--- config.mk ---
export PLATFORM = sky130hd
export DESIGN_NAME = pe_alu_issue
export DESIGN_NICKNAME = d
export VERILOG_FILES = /design/src/rtl/pe_alu_issue.sv
export SDC_FILE = /design/constraint.sdc
export NUM_CORES = 1
export LEC_CHECK = 0
export ABC_AREA = 1
export BUFFER_PORTS_ARGS = -buffer_cell sky130_fd_sc_hd__buf_2
export CAP_MARGIN = 20
export CORE_MARGIN = 2
export CORE_UTILIZATION = 38
export CTS_BUF_LIST = sky130_fd_sc_hd__clkbuf_4 sky130_fd_sc_hd__clkbuf_8
export DETAILED_ROUTE_END_ITERATION = 16
export PLACE_DENSITY = 0.54
export SYNTH_ARGS = -nofsm -noshare
export SYNTH_HDL_FRONTEND = slang
export SYNTH_SLANG_ARGS = --single-unit
export TNS_END_PERCENT = 20
--- constraint.sdc ---
create_clock -name clk -period 3.6 [get_ports clk]
set_input_delay 0.54 -clock clk [delete_from_list [all_inputs] [get_ports clk]]
set_output_delay 0.54 -clock clk [all_outputs]
set_load 0.05 [all_outputs]
--- src/rtl/pe_alu_issue.sv ---
// Single-issue operand fetch / issue / writeback stage in front of the PE ALU.
// Holds an 8x32 register file (r0 reads as zero) and executes LI locally.
module pe_alu_issue #(
   parameter int unsigned ALU_LAT = 1,
   parameter int unsigned NREG    = 8
) (
   input  logic        clk,
   input  logic        rst_n,
   input  logic        instr_valid,
   output logic        instr_ready,
   input  logic [1:0]  instr_op,
   input  logic [2:0]  instr_rd,
   input  logic [2:0]  instr_rs1,
   input  logic [2:0]  instr_rs2,
   input  logic [31:0] instr_imm,
   output logic        alu_op_sel,
   output logic [31:0] alu_a,
   output logic [31:0] alu_b,
   input  logic [31:0] alu_result,
   output logic        wb_valid,
   output logic [2:0]  wb_rd,
   output logic [31:0] wb_data,
   output logic        busy,
   input  logic [2:0]  dbg_addr,
   output logic [31:0] dbg_data
);

   typedef enum logic [1:0] {S_IDLE, S_EXEC, S_WB} state_e;

   localparam logic [1:0] OP_ADD = 2'b00;
   localparam logic [1:0] OP_AND = 2'b01;
   localparam logic [1:0] OP_LI  = 2'b10;
   localparam logic [3:0] LAT_M1 = 4'(ALU_LAT - 1);

   state_e      state_q, state_d;
   logic [3:0]  cnt_q, cnt_d;
   logic [2:0]  rd_q, rd_d;
   logic [31:0] rf_q [NREG];
   logic [31:0] rf_d [NREG];
   logic [31:0] alu_a_q, alu_a_d;
   logic [31:0] alu_b_q, alu_b_d;
   logic        alu_op_sel_q, alu_op_sel_d;
   logic        wb_valid_q, wb_valid_d;
   logic [2:0]  wb_rd_q, wb_rd_d;
   logic [31:0] wb_data_q, wb_data_d;

   always_comb begin
      // NOTE: every _d starts from a default so no path leaves it unassigned (no latches).
      state_d      = state_q;
      cnt_d        = cnt_q;
      rd_d         = rd_q;
      rf_d         = rf_q;
      alu_a_d      = alu_a_q;
      alu_b_d      = alu_b_q;
      alu_op_sel_d = alu_op_sel_q;
      wb_valid_d   = 1'b0;
      wb_rd_d      = wb_rd_q;
      wb_data_d    = wb_data_q;

      unique case (state_q)
         S_IDLE: begin
            if (instr_valid) begin
               case (instr_op)
                  OP_ADD, OP_AND: begin
                     alu_a_d      = rf_q[instr_rs1];
                     alu_b_d      = rf_q[instr_rs2];
                     alu_op_sel_d = instr_op[0];
                     rd_d         = instr_rd;
                     cnt_d        = '0;
                     state_d      = S_EXEC;
                  end
                  OP_LI: begin
                     if (instr_rd != 3'd0) rf_d[instr_rd] = instr_imm;
                     wb_valid_d = 1'b1;
                     wb_rd_d    = instr_rd;
                     wb_data_d  = instr_imm;
                  end
                  default: ;
               endcase
            end
         end
         S_EXEC: begin
            cnt_d = cnt_q + 4'd1;
            if (cnt_q == LAT_M1) state_d = S_WB;
         end
         S_WB: begin
            // r0 stays zero; the strobe still reports the computed value.
            if (rd_q != 3'd0) rf_d[rd_q] = alu_result;
            wb_valid_d = 1'b1;
            wb_rd_d    = rd_q;
            wb_data_d  = alu_result;
            state_d    = S_IDLE;
         end
         default: state_d = S_IDLE;
      endcase
   end

   always_ff @(posedge clk or negedge rst_n) begin
      if (!rst_n) begin
         state_q      <= S_IDLE;
         cnt_q        <= '0;
         rd_q         <= '0;
         alu_a_q      <= '0;
         alu_b_q      <= '0;
         alu_op_sel_q <= 1'b0;
         wb_valid_q   <= 1'b0;
         wb_rd_q      <= '0;
         wb_data_q    <= '0;
         // NOTE: the register file is architecturally zero after reset, so it is reset here.
         for (int i = 0; i < NREG; i++) rf_q[i] <= '0;
      end else begin
         state_q      <= state_d;
         cnt_q        <= cnt_d;
         rd_q         <= rd_d;
         alu_a_q      <= alu_a_d;
         alu_b_q      <= alu_b_d;
         alu_op_sel_q <= alu_op_sel_d;
         wb_valid_q   <= wb_valid_d;
         wb_rd_q      <= wb_rd_d;
         wb_data_q    <= wb_data_d;
         for (int i = 0; i < NREG; i++) rf_q[i] <= rf_d[i];
      end
   end

   assign instr_ready = (state_q == S_IDLE);
   assign busy        = !instr_ready;
   assign alu_a       = alu_a_q;
   assign alu_b       = alu_b_q;
   assign alu_op_sel  = alu_op_sel_q;
   assign wb_valid    = wb_valid_q;
   assign wb_rd       = wb_rd_q;
   assign wb_data     = wb_data_q;
   assign dbg_data    = rf_q[dbg_addr];

endmodule

# After elaboration in Yosys (flattened, before gate mapping)

Index checks and enable logic that the tools add are counted.

Add/sub/neg operators: 1
Order comparisons: 7
Equal/unequal tests: 10
Mux-type cells: 36
Bitwise logic cells: 5
Reduce and logical (&&, ||, !) cells: 16

Operator list:

| kind                                                                     | number |
|---|---|
| 256-bit two-way mux                                                      | 4 |
| 256-bit bitwise mux                                                      | 2 |
| 256-bit one-hot mux with 2 select lines                                  | 1 |
| 32-bit two-way mux                                                       | 10 |
| 32-bit binary-select mux with 3-bit select                               | 3 |
| 32-bit demux with 3-bit select                                           | 2 |
| 32-bit one-hot mux with 2 select lines                                   | 1 |
| 4-bit >= comparator (second input constant)                              | 5 |
| 3-bit inverter with 4-bit output                                         | 5 |
| 3-bit AND reduction                                                      | 4 |
| 4-bit by 1-bit < comparator with 1-bit output (second input constant)    | 2 |
| 4-bit two-way mux                                                        | 2 |
| 4-bit one-hot mux with 2 select lines                                    | 1 |
| 2-bit two-way mux                                                        | 3 |
| 3-bit two-way mux                                                        | 2 |
| 2-bit by 1-bit inequality test with 1-bit output (second input constant) | 3 |
| 2-bit inequality test (second input constant)                            | 3 |
| 3-bit one-hot mux with 2 select lines                                    | 1 |
| 3-bit nonzero test                                                       | 2 |
| 5-bit AND reduction                                                      | 1 |
| 4-bit by 1-bit adder with 4-bit output (second input constant)           | 1 |
| 2-bit by 1-bit equality test with 1-bit output (second input constant)   | 2 |
| 2-bit equality test (second input constant)                              | 2 |
| 2-bit zero test                                                          | 2 |
| 8 further kinds                                                          | 11 |

Flip-flop bits (word level): 366
Input bits: 81
Output and inout bits: 135
Word-level logic and storage cells: 92

# Logic depth before layout (Yosys ltp)

Gate-level depths: netlist of run 1.

Depth in word-level cells: 10
Depth in mapped cells: 10

# Least setup slack after synthesis of run 1

No wires, ideal clock.

Kind: in2out
Start point: in dbg_addr[0]
End point: out dbg_data[15]
Arrival: 1718 ps
Required time: 3060 ps
Setup slack: 1342 ps
Cell stages on the path: 8
Buffers on the path: 3
Cell sequence: inv_2 buf_2 buf_2 buf_2 a21oi_1 o21ai_0 nand3_1 and2_1

Longest elaborated chain between the ends: 4

Ends and longest elaborated chain:

| item                                                   | line | source |
|---|---|---|
| start, declared                                        | 24   | `input logic [2:0] dbg_addr,` |
| 3-bit inverter with 4-bit output (not written as such) | 133  | `assign dbg_data = rf_q[dbg_addr];` |
| 32-bit binary-select mux with 3-bit select             | 133  |  |
| 32-bit two-way mux (not written as such) (2 in a row)  | 133  |  |
| end, declared                                          | 25   | `output logic [31:0] dbg_data` |

Every way passes these cells. The select of a mux whose other input is x is not followed.

# Final worst setup path of run 1

Start point: in dbg_addr[1]
End point: out dbg_data[1]

The elaborated chain is that of the path after synthesis.

==> impl_results.md, run 1 <==
- Critical path's largest stage delay: 0.46 ns
- Post-synthesis net count: 3867
- Max Clk Rate: around 350 MHz
- DR WL/cell: roughly 24 microns
- PwrDens: 868 nW/um^2
- Commonest cells after routing, fill and taps aside: nand2_1 (1096), nand3_1 (684), dfrtp_1 (366)
- Total Wirelength: 114 mm
- Fill cell count: between 6000 and 7000
- Required @ worst endpoint: approximately 3.1 ns
- Clock slew at reported path FFs: about 0.050 ns
- I/O Buffers: around 220
- Layout Nets: 3896
- Initial antenna violation count: 6
- Post-Route Utilization: 43.7%
- Remaining antenna violation count: 0
- Drt first pass iters: 6
- Setup TNS: 0 ns
- Worst path buffer plus inverter count: 4
- Worst r2r dst: rf_q[143]
- Row Count: a little over 90
- Final hold violation count: 0
- Period Utilization, post-route: about four fifths
- Die X: between 200 and 300 microns
- Run status: completed
- Most frequent CP cell: buf_2
- Post-Synth XOR/XNOR Area: less than 1%
- Slew headroom: about 14%
- Unique masters post-synth: 29
- Met1 wire length: 49.0 mm
- Adder and majority gate portion of the synthesized area: less than 1%
- Asr flop ratio synth: 100%
- MaxCap Viol Count: 0
- Arr. time, crit path: 2.31 ns
- CTS tree: done
- Resized cells post-CTS: 0
- Worst Reg2Reg Path Length in Cells: 8
- EDFF count, synth: 0
- Crit end category: output pin
- Total congestion overflow: 0
- Die area: around 68000 sq um
- Hold_sp: instr_op[0]
- Max H-tree Level: 3
- DR vias/cell: roughly 5.7
- Mean cell area of the mapped netlist: 6.60 sq um
- Clk sinks: 366
- Yosys warns: 0
- Tightest Pin Transition: between 1 and 1.5 ns
- Critical R2R Launch: state_q[0]
- WL met2: about 47 mm
- Ratio of cells with drive above 1 in the final layout: between 10% and 20%
- Hold endpoint: alu_op_sel
- Tmin final: ~2.9 ns
- Worst-skew pair later-pin latency: roughly 0.7 ns
- Delay-heaviest family, CP: buffers and inverters
- CTS Buf Count: between 70 and 80
- Synth Area in Compound Gates: just under 20%
- Fin area: ~28000 sq um
- Chip Height: 260 microns
- DRC: 0
- Ports: approximately 220
- Worst-path fanout max: 46
- CTS root buf: clkbuf_8
- Crit-path slowest cell: buf_2
- Starting DRT DRC Count: 3748
- Post-synthesis mux area share: 0%
- Crit start category: input pin
- Met3 WL: 14.1 mm
- First-pass GRT wire length: 170 mm
- Syn Inst Count: 3784
- GRT Resource Usage Total: 33.4%
- Initial Utilization: between 30% and 40%
- P_leak: between 10 and 15 nW
- Fin. max-slew vios: 0
- DR vias: between 20000 and 30000
- Main synth FF type: dfrtp_1
- FF+latch count, synth: ~370
- Core outline area: roughly 65000 sq um
- Min-delay worst type: input pin to flip-flop
- VDD IR-drop max: ~0.84 mV
- DP HPWL: ~67 mm
- Worst hold stages: 3
- Clk buf depth: 3
- Gp weighted congestion: between 0.8 and 0.9
- Simple-Gate Fraction of Synth Area: 32.6%
- Seq/Total Area, Yosys: a little over a third
- Crit path kind: input pin to output pin
- DR top layer: met5
- Non-Filler Instances: 4731
- Mapped cell area: ~25000 sq um
- Commonest non-fill, non-tap cell in the layout: nand2_1
- Largest family of logic cells by synthesized area: simple AND/OR/NAND/NOR gates
- Vias in the first global route: 25300
- Placed inst area: around 27000 sq um
- Largest net degree at the start of global routing: ~230
- Area growth from synthesis to layout: 13.1%
- Final setup viols: 0
- DP Cell Count: roughly 4600
- Cell Chain, Critical Path: buf_2, inv_2, buf_12, a21oi_1, o21ai_0, nand3_1, and2_1, buf_2
- Clock skew: between 0.04 and 0.05 ns
- RSZ-0062 raised after global routing: false
- Reg2reg setup slack: around 0.94 ns
layout make-up:
class | instances | area (sq um) | share of cell area [%]
multi-input cells | 2716 | 13000 | 46.2
flip-flops and latches | 366 | 9160 | 32.4
repair buffers | 295 | 2030 | 7.20
clock buffers | 125 | 1530 | 5.40
inverters | 361 | 1360 | 4.80
well taps | 855 | 1070 | 3.79
clock inverters | 7 | 52.6 | 0.186
diodes | 6 | 15.0 | 0.0531
metal layers:
metal  up-vias  track usage, %
li1      12500               -
met5         -               0
met2      1651            47.7
met3       263            9.91
met4         6            11.7
met1     12800            47.5
state kept, by name, summed over array words and instances (netlist names):
name	count
wb_data	32
state_q	2
rd_q	3
wb_valid	1
cnt_q	4
wb_rd	3
alu_a	32
alu_op_sel	1
alu_b	32
rf_q	256
synth_stat cells (3+ instances only):
cell type     n  area (sq um)
o21ai_1       3          15.0
dfrtp_1     366          9160
inv_2         8          30.0
o21bai_1    224          1680
nand2_1    1098          4120
buf_1        54           203
buf_2        92           460
nand3_1     684          3420
a21oi_1     128           641
clkbuf_1    185           694
nor2_1       56           210
nor2_2       25           156
o211ai_1     64           480
and2_1       32           200
a31oi_1      34           213
inv_1       351          1320
o21ai_0     356          1780
buf_4         8          60.1
cells by family after synthesis:
family                   count (synthesis)
AND/OR/NAND/NOR                       1900
buffers and inverters                  702
adder cells (fa/ha/maj)                  2
flip-flops                             366
AO/OA/AOI/OAI                          812
XOR/XNOR                                 2
worst register-to-register path: stages, from the launching register on:
cell and delay [ns]:
dfrtp_1 0.44, inv_2 0.11, nand2_4 0.21, nand2_2 0.20, nand2_1 0.10, nor2_4 0.11
buf_12 0.62, nand3_1 0.67, nand2_1 0.16
through the flow:
stage	hold WS (ns)	setup WS (ns)	power, mW
floorplan	0.244	1.34	15.5
global placement	0.385	0.833	19.5
detailed placement	0.385	0.811	19.6
CTS	0.0782	0.806	24.3
global route	0.120	0.659	26.0
finish	0.122	0.747	24.5
where the power goes:
group / internal, mW / switching (mW)
Combinational: 3.19 / 9.69
Sequential: 5.98 / 0.961
Clock: 2.66 / 2.06
worst max path at each step:
stage	start	endpoint	slack, ns	cells after the start
global route	dbg_addr[1]	dbg_data[1]	0.66	8
CTS	dbg_addr[1]	dbg_data[1]	0.81	8
detailed placement	dbg_addr[1]	dbg_data[1]	0.81	8
floorplan	dbg_addr[0]	dbg_data[15]	1.34	8
global placement	dbg_addr[1]	dbg_data[14]	0.83	8
finish	dbg_addr[1]	dbg_data[1]	0.75	8
timing repair:
action,in CTS,in global routing
hold buffers,1,0
setup buffers,0,0
hold endpoints to repair,73,0
Power figures use the tool's default switching activity.
==> run 2: changes to the inputs <==
PLACE_DENSITY = 0.56   (was 0.54)
clock period = 2.4 ns   (was 3.6 ns; I/O delays follow)
==> run 2 against run 1 <==
Against the previous run: clock-buffer cell count fell by 13; worst setup slack worse by 0.67 ns; clock power rose by 49%; critical path depth decreased by 2; register-to-register slack lost 0.60 ns; combinational power up 54%; total power grew 52%; critical path type is now flip-flop to output pin.
==> impl_results.md, run 2 (same netlist as run 1, synthesis figures left out) <==
- Area growth from synthesis to layout: 15.4%
- PwrDens: 1300 nW/um^2 (+50%)
- Worst path buffer plus inverter count: 2 (-2)
- Drt first pass iters: 8 (+2)
- Die X: 260 microns (unchanged)
- Remaining antenna violation count: 0 (unchanged)
- Total congestion overflow: 0 (unchanged)
- Max H-tree Level: 3 (unchanged)
- Max Clk Rate: 431 MHz
- I/O Buffers: 215 (unchanged)
- Sequential share of power: 28.0% (-0.3 points)
- Worst path depth: 6 (-2)
- Commonest cells after routing, fill and taps aside: nand2_1 (1096), nand3_1 (684), dfrtp_1 (366)
- DR WL/cell: 23.3 microns (-3.1%)
- Worst-path fanout max: 4 (-91%)
- DP HPWL: 71.0 mm (+5.4%)
- Clock skew: 0.0222 ns (-0.0235 ns)
- Required @ worst endpoint: 2.04 ns (-1.02 ns)
- Clock slew at reported path FFs: 0.05 ns (about the same)
- CTS root buf: clkbuf_8
- Crit end category: output pin
- Die area: 67800 sq um (unchanged)
- Layout Nets: 3949 (+1.4%)
- First-pass GRT wire length: 166 mm (-2.3%)
- Switching pwr: 19.2 mW (+51%)
- Core outline area: 64700 sq um (unchanged)
- Tmin final: around 2.3 ns
- VDD IR-drop max: 1.21 mV (+44%)
- Total Wirelength: 111 mm (-2.3%)
- Slew headroom: 31.5% (+17 points)
- Non-Filler Instances: 4770 (+0.82%)
- Period Utilization, post-route: a little under 100%
- Run status: completed
- RSZ-0062 raised after global routing: true
- Ratio of cells with drive above 1 in the final layout: 13.0% (+0.71 points)
- P_leak: 13.7 nW (+2.2%)
- Largest net degree at the start of global routing: 104 (-54%)
- DRC: 0 (unchanged)
- Vias in the first global route: 25000 (-1.2%)
- Final hold violation count: 0 (unchanged)
- Setup bufs post-CTS: 0 (unchanged)
- Crit-path slowest cell: dfrtp_1
- Starting DRT DRC Count: 3761 (+0.35%)
- Pint: 18.2 mW (+54%)
- Initial Utilization: 38.6% (unchanged)
- GRT Resource Usage Total: 32.5% (-0.92 points)
- Worst Reg2Reg Path Length in Cells: 8 (unchanged)
- Fill cell count: 6885 (+0.76%)
- Fin. max-slew vios: 0 (unchanged)
- Cell Chain, Critical Path: inv_1, a21oi_1, o21ai_0, nand3_1, and2_1, buf_2
- Min-delay worst type: input pin to flip-flop
- Delay-heaviest family, CP: buffers and inverters
- Top reg by flops: rf_q
- Sw frac: 51.4% (-0.35 points)
- Critical path's largest stage delay: 0.31 ns (-0.15 ns)
- Crit path kind: flip-flop to output pin
- CTS Buf Count: 75 (+2.7%)
- Gp weighted congestion: 0.932 (+6.5%)
- Proportion of power drawn by combinational gates: 53.2% (+0.7 points)
- DR vias/cell: 5.70 (-0.62%)
- Clk sinks: 366 (unchanged)
- Initial antenna violation count: 5 (-1)
- Chip Height: 260 microns (unchanged)
- DP Cell Count: 4641 (+1.1%)
- Worst-skew pair later-pin latency: 0.68 ns (-0.02 ns)
- Row Count: 93 (unchanged)
- Commonest non-fill, non-tap cell in the layout: nand2_1
- Clk network pwr share: 18.8% (-0.4 points)
- Crit start category: flip-flop
- Worst hold stages: 3 (unchanged)
- Max FFs per register: 256 (unchanged)
- Ports: 216 (unchanged)
- Final setup viols: 0 (unchanged)
- Total power: 37.4 mW (+52%)
- Tightest Pin Transition: 1.02 ns (-0.262 ns)
- Clk buf depth: 3 (unchanged)
- CTS tree: done
- DR vias: 27200 (+0.20%)
- WHS: 0.0246 ns (-0.0972 ns)
- Arr. time, crit path: 1.96 ns (-0.35 ns)
- MaxCap Viol Count: 0 (unchanged)
==> run 2: power groups by stage <==
stage	sequential [mW]	combinational (mW)	clock (mW)
final	10.5	19.9	7.04
after global routing	10.8	21.4	7.43
after CTS	10.4	19.5	7.14
after detailed placement	10.5	19.4	0
after global placement	10.5	19.3	0
after floorplan	13.0	10.2	0
==> run 2: cell type report <==
cell class | instances | area (sq um) | share of cell area, %
diodes | 4 | 10.0 | 0.0347
clock buffers | 112 | 1440 | 4.98
clock inverters | 10 | 103 | 0.356
inverters | 361 | 1360 | 4.71
multi-input cells | 2716 | 13000 | 45.3
flip-flops and latches | 366 | 9160 | 31.8
well taps | 855 | 1070 | 3.71
repair buffers | 346 | 2630 | 9.14
==> run 2: worst paths after layout <==
check / from / to / slack (ns)
setup / recovery: rf_q[53] / dbg_data[21] / 0.08
hold / removal: instr_rd[2] / wb_rd[2] / 0.02
setup reg to reg: state_q[0] / rf_q[171] / 0.34
hold reg to reg: rf_q[230] / rf_q[230] / 0.40
max in group asynchronous: rst_n / alu_a[4] / 1.34
min in group asynchronous: rst_n / wb_valid / 0.22
==> run 2: stage by stage <==
step / setup TNS, ns / util (%) / worst slack [ns] / instance area [sq um]
finish: 0 / 44.5 / 0.0797 / 28800
global route: -0.000870 / 44.5 / -0.000870 / 28800
CTS: 0 / 44.5 / 0.0216 / 28800
detailed placement: 0 / 42.1 / 0.229 / 27200
global placement: 0 / 42.1 / 0.263 / 27200
floorplan: 0 / - / 0.226 / 25000
==> run 2: per-layer routing <==
layer,GRT usage [%],up-vias,part of all wire (%)
li1,-,12500,-
met1,46.6,12700,43
met2,45.1,1712,41
met4,10.0,2,2.6
met3,11.3,204,14
met5,1.35,-,0.11
==> run 2: repair_timing <==
action                     4_1_cts  5_1_grt
gates resized for setup          0        6
hold endpoints to repair        49        0
hold buffers                     3        0
setup endpoints to repair        0        4
==> run 2: worst register-to-register path, delay by kind of cell, from the launching register on <==
kind | cells | cell delay, ns
and+or+nand+nor | 6 | 1.11
buffers and inverters | 2 | 0.42
DFF | 1 | 0.44
